==> config.mk <==
export PLATFORM = sky130hd
export DESIGN_NAME = mem_bus_arbiter_flat
export DESIGN_NICKNAME = d
export VERILOG_FILES = /design/src/rtl/mem_bus_arbiter_pkg.sv /design/src/rtl/mem_bus_arbiter_if.sv /design/src/rtl/mem_arb_wdog.sv /design/src/rtl/mem_bus_arbiter.sv /design/src/flat_wrapper.sv
export SDC_FILE = /design/constraint.sdc
export NUM_CORES = 1
export LEC_CHECK = 0
export BUFFER_PORTS_ARGS = -buffer_cell sky130_fd_sc_hd__buf_2
export CORE_MARGIN = 4
export CORE_UTILIZATION = 35
export DETAILED_ROUTE_END_ITERATION = 16
export SLEW_MARGIN = 40
export SYNTH_ARGS = -nofsm -noshare
export SYNTH_HDL_FRONTEND = slang
export SYNTH_SLANG_ARGS = --single-unit
==> constraint.sdc <==
create_clock -name clk -period 1.8 [get_ports clk]
set_input_delay 0.36 -clock clk [delete_from_list [all_inputs] [get_ports clk]]
set_output_delay 0.36 -clock clk [all_outputs]
set_load 0.02 [all_outputs]
==> src/rtl/mem_bus_arbiter_pkg.sv <==
// Shared types and constants for the unified-memory bus arbiter.
package mem_bus_arbiter_pkg;

  localparam int unsigned InstAddrBus       = 32;
  localparam int unsigned InstBus           = 32;
  localparam int unsigned ArbTimeoutDefault = 255;
  localparam int unsigned WdogW             = 16;
  localparam int unsigned SelW              = 4;

  typedef enum logic {
    ArbIdle = 1'b0,
    ArbBusy = 1'b1
  } arb_state_t;

  typedef enum logic {
    GrantIf = 1'b0,
    GrantDm = 1'b1
  } arb_grant_t;

  // Control half of a memory command (address/data travel separately).
  typedef struct packed {
    logic            we;
    logic [SelW-1:0] sel;
  } mem_ctl_t;

endpackage

==> src/rtl/mem_bus_arbiter_if.sv <==
// CPU fetch/data ports and the shared memory port seen by the arbiter.
interface mem_bus_arbiter_if
  import mem_bus_arbiter_pkg::*;
#(
  parameter int unsigned ADDR_W = InstAddrBus,
  parameter int unsigned DATA_W = InstBus
);

  logic              if_ce_i;
  logic [ADDR_W-1:0] if_addr_i;
  logic [DATA_W-1:0] if_data_o;
  logic              if_stall_o;

  logic              dm_ce_i;
  logic              dm_we_i;
  logic [SelW-1:0]   dm_sel_i;
  logic [ADDR_W-1:0] dm_addr_i;
  logic [DATA_W-1:0] dm_wdata_i;
  logic [DATA_W-1:0] dm_rdata_o;
  logic              dm_stall_o;

  logic              mem_req_o;
  logic              mem_we_o;
  logic [SelW-1:0]   mem_sel_o;
  logic [ADDR_W-1:0] mem_addr_o;
  logic [DATA_W-1:0] mem_wdata_o;
  logic [DATA_W-1:0] mem_rdata_i;
  logic              mem_ack_i;

  logic              bus_err_o;

  // Arbiter side.
  modport master (
    input  if_ce_i, if_addr_i,
    output if_data_o, if_stall_o,
    input  dm_ce_i, dm_we_i, dm_sel_i, dm_addr_i, dm_wdata_i,
    output dm_rdata_o, dm_stall_o,
    output mem_req_o, mem_we_o, mem_sel_o, mem_addr_o, mem_wdata_o,
    input  mem_rdata_i, mem_ack_i,
    output bus_err_o
  );

  // Environment side: CPU pipeline plus memory.
  modport slave (
    output if_ce_i, if_addr_i,
    input  if_data_o, if_stall_o,
    output dm_ce_i, dm_we_i, dm_sel_i, dm_addr_i, dm_wdata_i,
    input  dm_rdata_o, dm_stall_o,
    input  mem_req_o, mem_we_o, mem_sel_o, mem_addr_o, mem_wdata_o,
    output mem_rdata_i, mem_ack_i,
    input  bus_err_o
  );

endinterface

==> src/rtl/mem_arb_wdog.sv <==
// Access watchdog: loadable counter that flags when the cycle limit is reached.
module mem_arb_wdog
  import mem_bus_arbiter_pkg::*;
(
  input  logic             clk,
  input  logic             rst_n,
  input  logic             clr,
  input  logic             load,
  input  logic [WdogW-1:0] load_val,
  input  logic             en,
  input  logic [WdogW-1:0] limit,
  output logic             hit_c
);

  logic [WdogW-1:0] cnt;

  // Clear has priority over load, load over increment.
  always_ff @(posedge clk or negedge rst_n) begin
    if (!rst_n) begin
      cnt <= '0;
    end else if (clr) begin
      cnt <= '0;
    end else if (load) begin
      cnt <= load_val;
    end else if (en) begin
      cnt <= cnt + WdogW'(1);
    end
  end

  assign hit_c = (cnt == limit);

endmodule

==> src/rtl/mem_bus_arbiter.sv <==
// Shares one req/ack memory port between instruction fetch and data access.
module mem_bus_arbiter
  import mem_bus_arbiter_pkg::*;
#(
  parameter int unsigned ADDR_W  = InstAddrBus,
  parameter int unsigned DATA_W  = InstBus,
  parameter int unsigned TIMEOUT = ArbTimeoutDefault
) (
  input  logic              clk,
  input  logic              rst,
  mem_bus_arbiter_if.master bus
);

  arb_state_t        state;
  arb_grant_t        last_grant;
  arb_grant_t        grant_c;
  logic              if_done_q;
  logic              dm_done_q;
  logic              if_elig;
  logic              dm_elig;
  logic [ADDR_W-1:0] grant_addr;
  logic [DATA_W-1:0] grant_wdata;
  mem_ctl_t          grant_ctl;
  logic [DATA_W-1:0] cap_data;
  logic              wdog_hit;
  logic              wdog_load;
  logic              wdog_en;
  logic              wdog_clr;

  assign if_elig = bus.if_ce_i & ~if_done_q;
  assign dm_elig = bus.dm_ce_i & ~dm_done_q;

  // Data port wins a tie unless it won the previous access.
  assign grant_c = (dm_elig && (!if_elig || last_grant != GrantDm)) ? GrantDm : GrantIf;

  // Command presented to memory for the port about to be granted.
  always_comb begin
    grant_addr    = bus.if_addr_i;
    grant_wdata   = '0;
    grant_ctl     = '0;
    grant_ctl.sel = '1;
    if (grant_c == GrantDm) begin
      grant_addr    = bus.dm_addr_i;
      grant_wdata   = bus.dm_wdata_i;
      grant_ctl.we  = bus.dm_we_i;
      grant_ctl.sel = bus.dm_sel_i;
    end
  end

  // An aborted access returns zero; ack takes precedence over the watchdog.
  assign cap_data = bus.mem_ack_i ? bus.mem_rdata_i : '0;

  // The first BUSY cycle counts as one, so the limit hits in the TIMEOUT-th BUSY cycle.
  assign wdog_load = (state == ArbIdle) & (if_elig | dm_elig);
  assign wdog_en   = (state == ArbBusy);
  assign wdog_clr  = (state == ArbBusy) & (bus.mem_ack_i | wdog_hit);

  mem_arb_wdog u_wdog (
    .clk      (clk),
    .rst_n    (rst),
    .clr      (wdog_clr),
    .load     (wdog_load),
    .load_val (WdogW'(1)),
    .en       (wdog_en),
    .limit    (WdogW'(TIMEOUT)),
    .hit_c    (wdog_hit)
  );

  // Arbitration FSM with registered memory command, results and done flags.
  always_ff @(posedge clk or negedge rst) begin
    if (!rst) begin
      state           <= ArbIdle;
      last_grant      <= GrantIf;
      if_done_q       <= 1'b0;
      dm_done_q       <= 1'b0;
      bus.mem_req_o   <= 1'b0;
      bus.mem_we_o    <= 1'b0;
      bus.mem_sel_o   <= '0;
      bus.mem_addr_o  <= '0;
      bus.mem_wdata_o <= '0;
      bus.if_data_o   <= '0;
      bus.dm_rdata_o  <= '0;
      bus.bus_err_o   <= 1'b0;
    end else begin
      if_done_q     <= 1'b0;
      dm_done_q     <= 1'b0;
      bus.bus_err_o <= 1'b0;
      if (state == ArbIdle) begin
        if (if_elig || dm_elig) begin
          state           <= ArbBusy;
          last_grant      <= grant_c;
          bus.mem_req_o   <= 1'b1;
          bus.mem_addr_o  <= grant_addr;
          bus.mem_we_o    <= grant_ctl.we;
          bus.mem_sel_o   <= grant_ctl.sel;
          bus.mem_wdata_o <= grant_wdata;
        end
      end else if (bus.mem_ack_i || wdog_hit) begin
        state         <= ArbIdle;
        bus.mem_req_o <= 1'b0;
        bus.bus_err_o <= ~bus.mem_ack_i;
        if (last_grant == GrantIf) begin
          if_done_q     <= 1'b1;
          bus.if_data_o <= cap_data;
        end else begin
          dm_done_q <= 1'b1;
          if (!bus.mem_we_o) begin
            bus.dm_rdata_o <= cap_data;
          end
        end
      end
    end
  end

  assign bus.if_stall_o = bus.if_ce_i & ~if_done_q;
  assign bus.dm_stall_o = bus.dm_ce_i & ~dm_done_q;

endmodule

==> src/flat_wrapper.sv <==
// flat-port wrapper written by rule: the top's interface ports become plain ports
module mem_bus_arbiter_flat import mem_bus_arbiter_pkg::*;
#(
  parameter int unsigned ADDR_W  = InstAddrBus,
  parameter int unsigned DATA_W  = InstBus,
  parameter int unsigned TIMEOUT = ArbTimeoutDefault
)
  (clk, rst, bus_if_ce_i, bus_if_addr_i, bus_if_data_o, bus_if_stall_o, bus_dm_ce_i, bus_dm_we_i, bus_dm_sel_i, bus_dm_addr_i, bus_dm_wdata_i, bus_dm_rdata_o, bus_dm_stall_o, bus_mem_req_o, bus_mem_we_o, bus_mem_sel_o, bus_mem_addr_o, bus_mem_wdata_o, bus_mem_rdata_i, bus_mem_ack_i, bus_bus_err_o);
  mem_bus_arbiter_if #(.ADDR_W(ADDR_W), .DATA_W(DATA_W)) bus_i ();
  input  logic clk;
  input  logic rst;
  input wire logic [$bits(bus_i.if_ce_i)-1:0] bus_if_ce_i;
  input wire logic [$bits(bus_i.if_addr_i)-1:0] bus_if_addr_i;
  output wire logic [$bits(bus_i.if_data_o)-1:0] bus_if_data_o;
  output wire logic [$bits(bus_i.if_stall_o)-1:0] bus_if_stall_o;
  input wire logic [$bits(bus_i.dm_ce_i)-1:0] bus_dm_ce_i;
  input wire logic [$bits(bus_i.dm_we_i)-1:0] bus_dm_we_i;
  input wire logic [$bits(bus_i.dm_sel_i)-1:0] bus_dm_sel_i;
  input wire logic [$bits(bus_i.dm_addr_i)-1:0] bus_dm_addr_i;
  input wire logic [$bits(bus_i.dm_wdata_i)-1:0] bus_dm_wdata_i;
  output wire logic [$bits(bus_i.dm_rdata_o)-1:0] bus_dm_rdata_o;
  output wire logic [$bits(bus_i.dm_stall_o)-1:0] bus_dm_stall_o;
  output wire logic [$bits(bus_i.mem_req_o)-1:0] bus_mem_req_o;
  output wire logic [$bits(bus_i.mem_we_o)-1:0] bus_mem_we_o;
  output wire logic [$bits(bus_i.mem_sel_o)-1:0] bus_mem_sel_o;
  output wire logic [$bits(bus_i.mem_addr_o)-1:0] bus_mem_addr_o;
  output wire logic [$bits(bus_i.mem_wdata_o)-1:0] bus_mem_wdata_o;
  input wire logic [$bits(bus_i.mem_rdata_i)-1:0] bus_mem_rdata_i;
  input wire logic [$bits(bus_i.mem_ack_i)-1:0] bus_mem_ack_i;
  output wire logic [$bits(bus_i.bus_err_o)-1:0] bus_bus_err_o;
  assign bus_i.if_ce_i = bus_if_ce_i;
  assign bus_i.if_addr_i = bus_if_addr_i;
  assign bus_if_data_o = bus_i.if_data_o;
  assign bus_if_stall_o = bus_i.if_stall_o;
  assign bus_i.dm_ce_i = bus_dm_ce_i;
  assign bus_i.dm_we_i = bus_dm_we_i;
  assign bus_i.dm_sel_i = bus_dm_sel_i;
  assign bus_i.dm_addr_i = bus_dm_addr_i;
  assign bus_i.dm_wdata_i = bus_dm_wdata_i;
  assign bus_dm_rdata_o = bus_i.dm_rdata_o;
  assign bus_dm_stall_o = bus_i.dm_stall_o;
  assign bus_mem_req_o = bus_i.mem_req_o;
  assign bus_mem_we_o = bus_i.mem_we_o;
  assign bus_mem_sel_o = bus_i.mem_sel_o;
  assign bus_mem_addr_o = bus_i.mem_addr_o;
  assign bus_mem_wdata_o = bus_i.mem_wdata_o;
  assign bus_i.mem_rdata_i = bus_mem_rdata_i;
  assign bus_i.mem_ack_i = bus_mem_ack_i;
  assign bus_bus_err_o = bus_i.bus_err_o;
  mem_bus_arbiter #(.ADDR_W(ADDR_W), .DATA_W(DATA_W), .TIMEOUT(TIMEOUT)) u_core (.clk(clk), .rst(rst), .bus(bus_i));
endmodule
# Yosys cells after proc, flatten, opt, wreduce, memory -nomap -nowiden
# Index checks and enable logic that the tools add are counted.
[totals]
ff_bits = 155
word_cells = 61
output_inout_bits = 137
inputBits = 138
[classes]
add_sub_neg = 1
n_bitwise = 12
n_reduce_logical = 11
n_eq_ne = 2
muxes = 22
[ops]
columns = ["cell", "n"]
rows = [
  ["$mux 32", 3],
  ["$mux 16", 3],
  ["$add 16x1->16 const B", 1],
  ["$eq 16x8->1 const B", 1],
  ["$mux 1", 15],
  ["$not 1->1", 6],
  ["$mux 5", 1],
  ["$and 1x1->1", 4],
  ["$reduce_and 2->1", 2],
  ["$reduce_and 4->1", 1],
  ["$logic_or 1x1->1", 3],
  ["$reduce_and 3->1", 1],
  ["$reduce_bool 3->1", 1],
  ["$ne 2x2->1 const B", 1],
  ["$or 1x1->1", 2],
  ["$reduce_bool 2->1", 1],
  ["$logic_and 1x1->1", 1],
  ["$logic_not 1->1", 1],
]

# Longest topological paths before layout
[logic_depth]
word_depth = 7
ltp_mapped = 7
mapped_depth_nobuf = 5

# Modules after synthesis
# Synthesis repeated with hierarchy kept, for this count alone.
[unflattened]
hier_cells = 626
area_unflattened_um2 = 7542.2
[modules_own_cells]
columns = ["module", "seq_area_each_um2", "instances", "cells_each", "area_each_um2"]
rows = [
  ["mem_bus_arbiter", 3478.3, 1, 492, 6316.1],
  ["mem_arb_wdog", 400.4, 1, 134, 1226.2],
]

# Worst setup path before layout
# No wires, ideal clock.
[synth_path]
path_kind = "register to register"
startpoint = "reg u_core.u_wdog.cnt[0]"
endpoint = "reg u_core.u_wdog.cnt[4]"
synth_period_minus_slack_ns = 1.725
setup_time_ns = 0.094
path_slack_ns = 0.075
stages_incl_launch_ff = 8
arrival_ns = 1.631
required_ns = 1.706
path_buffers = 2
cell_sequence = "dfrtp_1 > ha_1 > and4_1 > buf_6 > a41o_4 > and2_1 > buf_2 > a211oi_1"
[synth_between]
elab_chain_len = 4
word_cells_on_any_way = 8
classes_between = "add/sub (1); eq/ne (1); mux (3); bitwise (2); reduce/logical (1)"
[synth_lines]
columns = ["element", "line", "source"]
rows = [
  ["from (decl)", "mem_arb_wdog.sv:15", "logic [WdogW-1:0] cnt;"],
  ["from (signal assigned)", "mem_arb_wdog.sv:24", "cnt <= load_val;"],
  ["from (signal assigned)", "mem_arb_wdog.sv:26", "cnt <= cnt + WdogW'(1);"],
  ["$add 16x1->16 / $eq 16x8->1 (equally long branches)", "mem_arb_wdog.sv:26, mem_arb_wdog.sv:30", ""],
  ["$mux 16 / $or 1x1->1 (equally long branches)", "mem_arb_wdog.sv:25, mem_bus_arbiter.sv:56", ""],
  ["$mux 16 / $and 1x1->1 (equally long branches)", "mem_arb_wdog.sv:23, mem_bus_arbiter.sv:56", ""],
  ["$mux 16 / $reduce_bool 3->1 (equally long branches)", "-", ""],
]
# Several ways; a longest one is shown, not always the timed one. The select of a mux whose other input is x is not followed.
# A chain may end at the register's enable or synchronous reset.

# Worst setup path in the final report
[layout_path]
startpoint = "reg u_core.u_wdog.cnt[13]"
endpoint = "reg u_core.bus.dm_rdata_o[2]"
[layout_between]
elab_chain_len = 3
[layout_lines]
columns = ["element", "line", "source"]
rows = [
  ["$eq 16x8->1", "mem_arb_wdog.sv:30", "assign hit_c = (cnt == limit);"],
  ["$logic_or 1x1->1", "mem_bus_arbiter.sv:98", "end else if (bus.mem_ack_i || wdog_hit) begin"],
  ["$reduce_and 4->1 (no source line)", "-", ""],
  ["to (signal assigned)", "mem_bus_arbiter.sv:108", "bus.dm_rdata_o <= cap_data;"],
  ["to (decl)", "mem_bus_arbiter_if.sv:37", "output dm_rdata_o, dm_stall_o,"],
]
# No other way between the ends.

==> impl_results.md <==
- Crit path capture: u_core.bus.dm_rdata_o[2]$_DFFE_PN0P_
- Post-route DRC: 0
- First-pass GRT wire length: 29100 um
- Ys async rst share: 100%
- Initial DRC Count: roughly 280
- Headroom to the max-slew limit: 74.0%
- Die area: ~20000 um2
- Final WL: approximately 19000 um
- Die Wd: 143 um
- Global route overflow: 0
- Vias: approximately 5.4k
- Synth unique cells: between 50 and 60
- Wire length per cell: 18.2 um
- I/O Buffers: 274
- Final period demand of the worst path: 1.72 ns
- RR Startpoint: u_core.u_wdog.cnt[13]$_DFFE_PN0P_
- Static leakage: 4.50 nW
- Worst-Skew Late Latency: 0.43 ns
- RSZ-0062 raised after global routing: no
- Die H: 143 um
- Reg2reg end: u_core.bus.dm_rdata_o[2]$_DFFE_PN0P_
- Skew final: 0.0122 ns
- VDD IR max: 0.829 mV
- Pwr Total: 15.3 mW
- Synthesis-to-layout area growth: 38.6%
- Cell taking the most area after synthesis: dfrtp_1
- Area contributors post-synth: dfrtp_1 (61%), a32o_1 (10%), mux2i_1 (5.2%)
- Final hold violations: 0
- Initial antenna violation count: 1
- Row Count: between 40 and 50
- Layout Cells excl Fill: 1025
- Worst-case clock buffer depth: 2
- Worst Tran Pin Value: 0.389 ns
- Endpoint type of the worst setup path: register
- Endpoints failing setup: 0
- CTS buffer count: 17
- Critical-path maximum fanout: 32
- R2r setup slk: 0.08 ns
- Via-to-Cell Ratio: roughly 5.3
- IO Pins: 275
- Reg2reg path depth: 6
- Seq cells post-synth: 155
- Setup TNS Final: 0 ns
- Kind of critical path: reg -> reg
- CTS tree: built
- Most common cell in the synthesized netlist: dfrtp_1
- Crit path from: u_core.u_wdog.cnt[13]$_DFFE_PN0P_
- Achievable frequency: 580 MHz
- Ys flop type: dfrtp_1
- Post-synthesis cell count: 495
- Vias in the first global route: 5580
- Layout cell share with drive strength beyond 1: 45.5%
- Synth top area share: 60.8%
- Pins over their slew limit: 0
- Max-cap violations: 0
- Sequential area share after synthesis: roughly three fifths
- Worst Setup Start Kind: register
- Gr usage total: 17.9%
- Pin count of the biggest net entering global routing: 98
- Min-Delay Path Class: in -> reg
- Arr. time, crit path: 2.04 ns
- Synth Cell Area: 6380 um2
- Root buffer cell: clkbuf_16
- Initial core utilization: 35.5%
- PD cells: 1730 nW/um2
- H-tree depth: 4
- Cells after DPL: slightly below 1k
- Synth top cells by count: dfrtp_1 (155), a32o_1 (64), nand2_1 (37)
- Core ar.: 18000 um2
- Status: completed
- Pre-antenna DRT Iters: 4
- Synthesized area per cell: 12.9 um2
- Layout Nets: 921
- GPL Wtd Cong: around 0.81
- Total clock sinks: 155
- CP required: 2.11 ns
- Post-route ant nets: 0
- CTS clk-pin slew, worst paths: 0.07 ns
- Post-synth EDFFs: 0
- Ys Warns: 0
- Pre-CTS setup slack: 0.0452 ns
- Total nets after synthesis: about 630
- Fin crit share: 95.8%
- Worst setup margin: 0.0757 ns
- Post-DP HPWL: 13600 um
[critical path: stages, from the launching register on]
cell and delay [ns]:
dfrtp_1 0.39, nor4_2 0.27, buf_4 0.17, a41o_4 0.28, nand3_4 0.09, buf_12 0.18
a32o_1 0.22
[layer usage]
metal / track usage, % / share of wire, % / up-vias
met5: 0 / 0 / -
met4: 8.60 / 3.4 / 0
met3: 4.32 / 5.0 / 44
met2: 30.1 / 52 / 168
met1: 21.8 / 40 / 2696
li1: - / - / 2479
[cells in the final DEF, fill, tap and decap left out, types with 2 or more instances in the layout]
cell type	netlist	routed
nor2_1	7	6
inv_2	3	3
dfrtp_1	155	155
o211ai_1	2	2
inv_6	0	3
o22a_1	4	4
clkbuf_16	0	17
mux2i_1	33	33
nor3_1	2	2
a21o_1	2	2
inv_1	3	3
a21oi_1	11	11
or4_1	7	7
clkinv_8	0	5
nor2b_2	1	2
xor2_1	2	2
nand2_1	37	37
nand3_4	2	2
buf_4	6	28
inv_8	0	5
a22o_1	35	35
buf_12	0	9
o21ai_1	16	16
nand3_1	7	7
or2_1	2	2
and3_1	3	2
a31oi_1	2	2
a32o_1	64	64
buf_2	11	273
and4_1	2	2
nor2_2	1	2
o31ai_1	7	7
o21ai_0	20	20
[per-stage QoR]
stage               utilization [%]  cell area [um2]  hold slack (ns)
CTS                            49.1             8820            0.120
detailed placement             45.6             8190            0.302
global route                   49.2             8840            0.119
global placement               45.6             8190            0.301
finish                         49.2             8840            0.141
floorplan                         -             6380           0.0644
[area by class of cell]
cell class | count | area [um2]
Sequential cell | 155 | 3880
Clock buffer | 17 | 425
Inverter | 6 | 22.5
Antenna cell | 1 | 2.50
Fill cell | 1642 | 9130
Clock inverter | 15 | 199
Multi-Input combinational cell | 290 | 2250
Tap cell | 229 | 287
Timing Repair Buffer | 312 | 1780
[registers in the layout (all words and copies together), names as in the netlist]
signal and cells:
u_core.bus.mem_wdata_o 32, u_core.state 1, u_core.bus.if_data_o 32, u_core.bus.bus_err_o 1
u_core.if_done_q 1, u_core.bus.mem_addr_o 32, u_core.u_wdog.cnt 16, u_core.bus.dm_rdata_o 32
u_core.bus.mem_req_o 1, u_core.dm_done_q 1, u_core.bus.mem_we_o 1, u_core.bus.mem_sel_o 4
u_core.last_grant 1
[timing repair]
item	in CTS	in global routing
setup endpoints to repair	0	38
buffers inserted	0	0
hold buffers	1	0
endpoints found under the hold margin	35	0
gates resized for setup	0	3
[cells by family (layout without fill, tap and decap cells)]
logic type	after synthesis	after routing	share of synthesized area [%]
mux	33	33	5.18
compound gates	172	172	21.9
fa+ha+maj	1	1	0.196
flops	155	155	60.8
other cells	0	1	0
buf+inv	50	350	4.33
xor+xnor	2	2	0.275
simple gates	82	82	7.26
[worst min-delay path by stage]
| stage | depth (start not counted) | endpoint | from |
|---|---|---|---|
| after floorplan | 0 | u_core.bus.bus_err_o$_DFF_PN0_ | rst |
| after global placement | 1 | u_core.bus.mem_wdata_o[20]$_DFFE_PN0P_ | rst |
| after detailed placement | 1 | u_core.bus.mem_wdata_o[19]$_DFFE_PN0P_ | rst |
| after CTS | 2 | u_core.bus.mem_wdata_o[13]$_DFFE_PN0P_ | bus_dm_wdata_i[13] |
| after global routing | 2 | u_core.bus.mem_wdata_o[13]$_DFFE_PN0P_ | bus_dm_wdata_i[13] |
| final | 2 | u_core.bus.mem_wdata_o[13]$_DFFE_PN0P_ | bus_dm_wdata_i[13] |
[report_power, final]
part / internal (mW) / leakage [nW] / switching (mW)
combinational: 2.29 / 2.23 / 3.75
clock: 2.02 / 0.306 / 1.68
sequential: 4.82 / 1.96 / 0.734
total: 9.12 / 4.50 / 6.16
(Power assumes the default switching activity.)
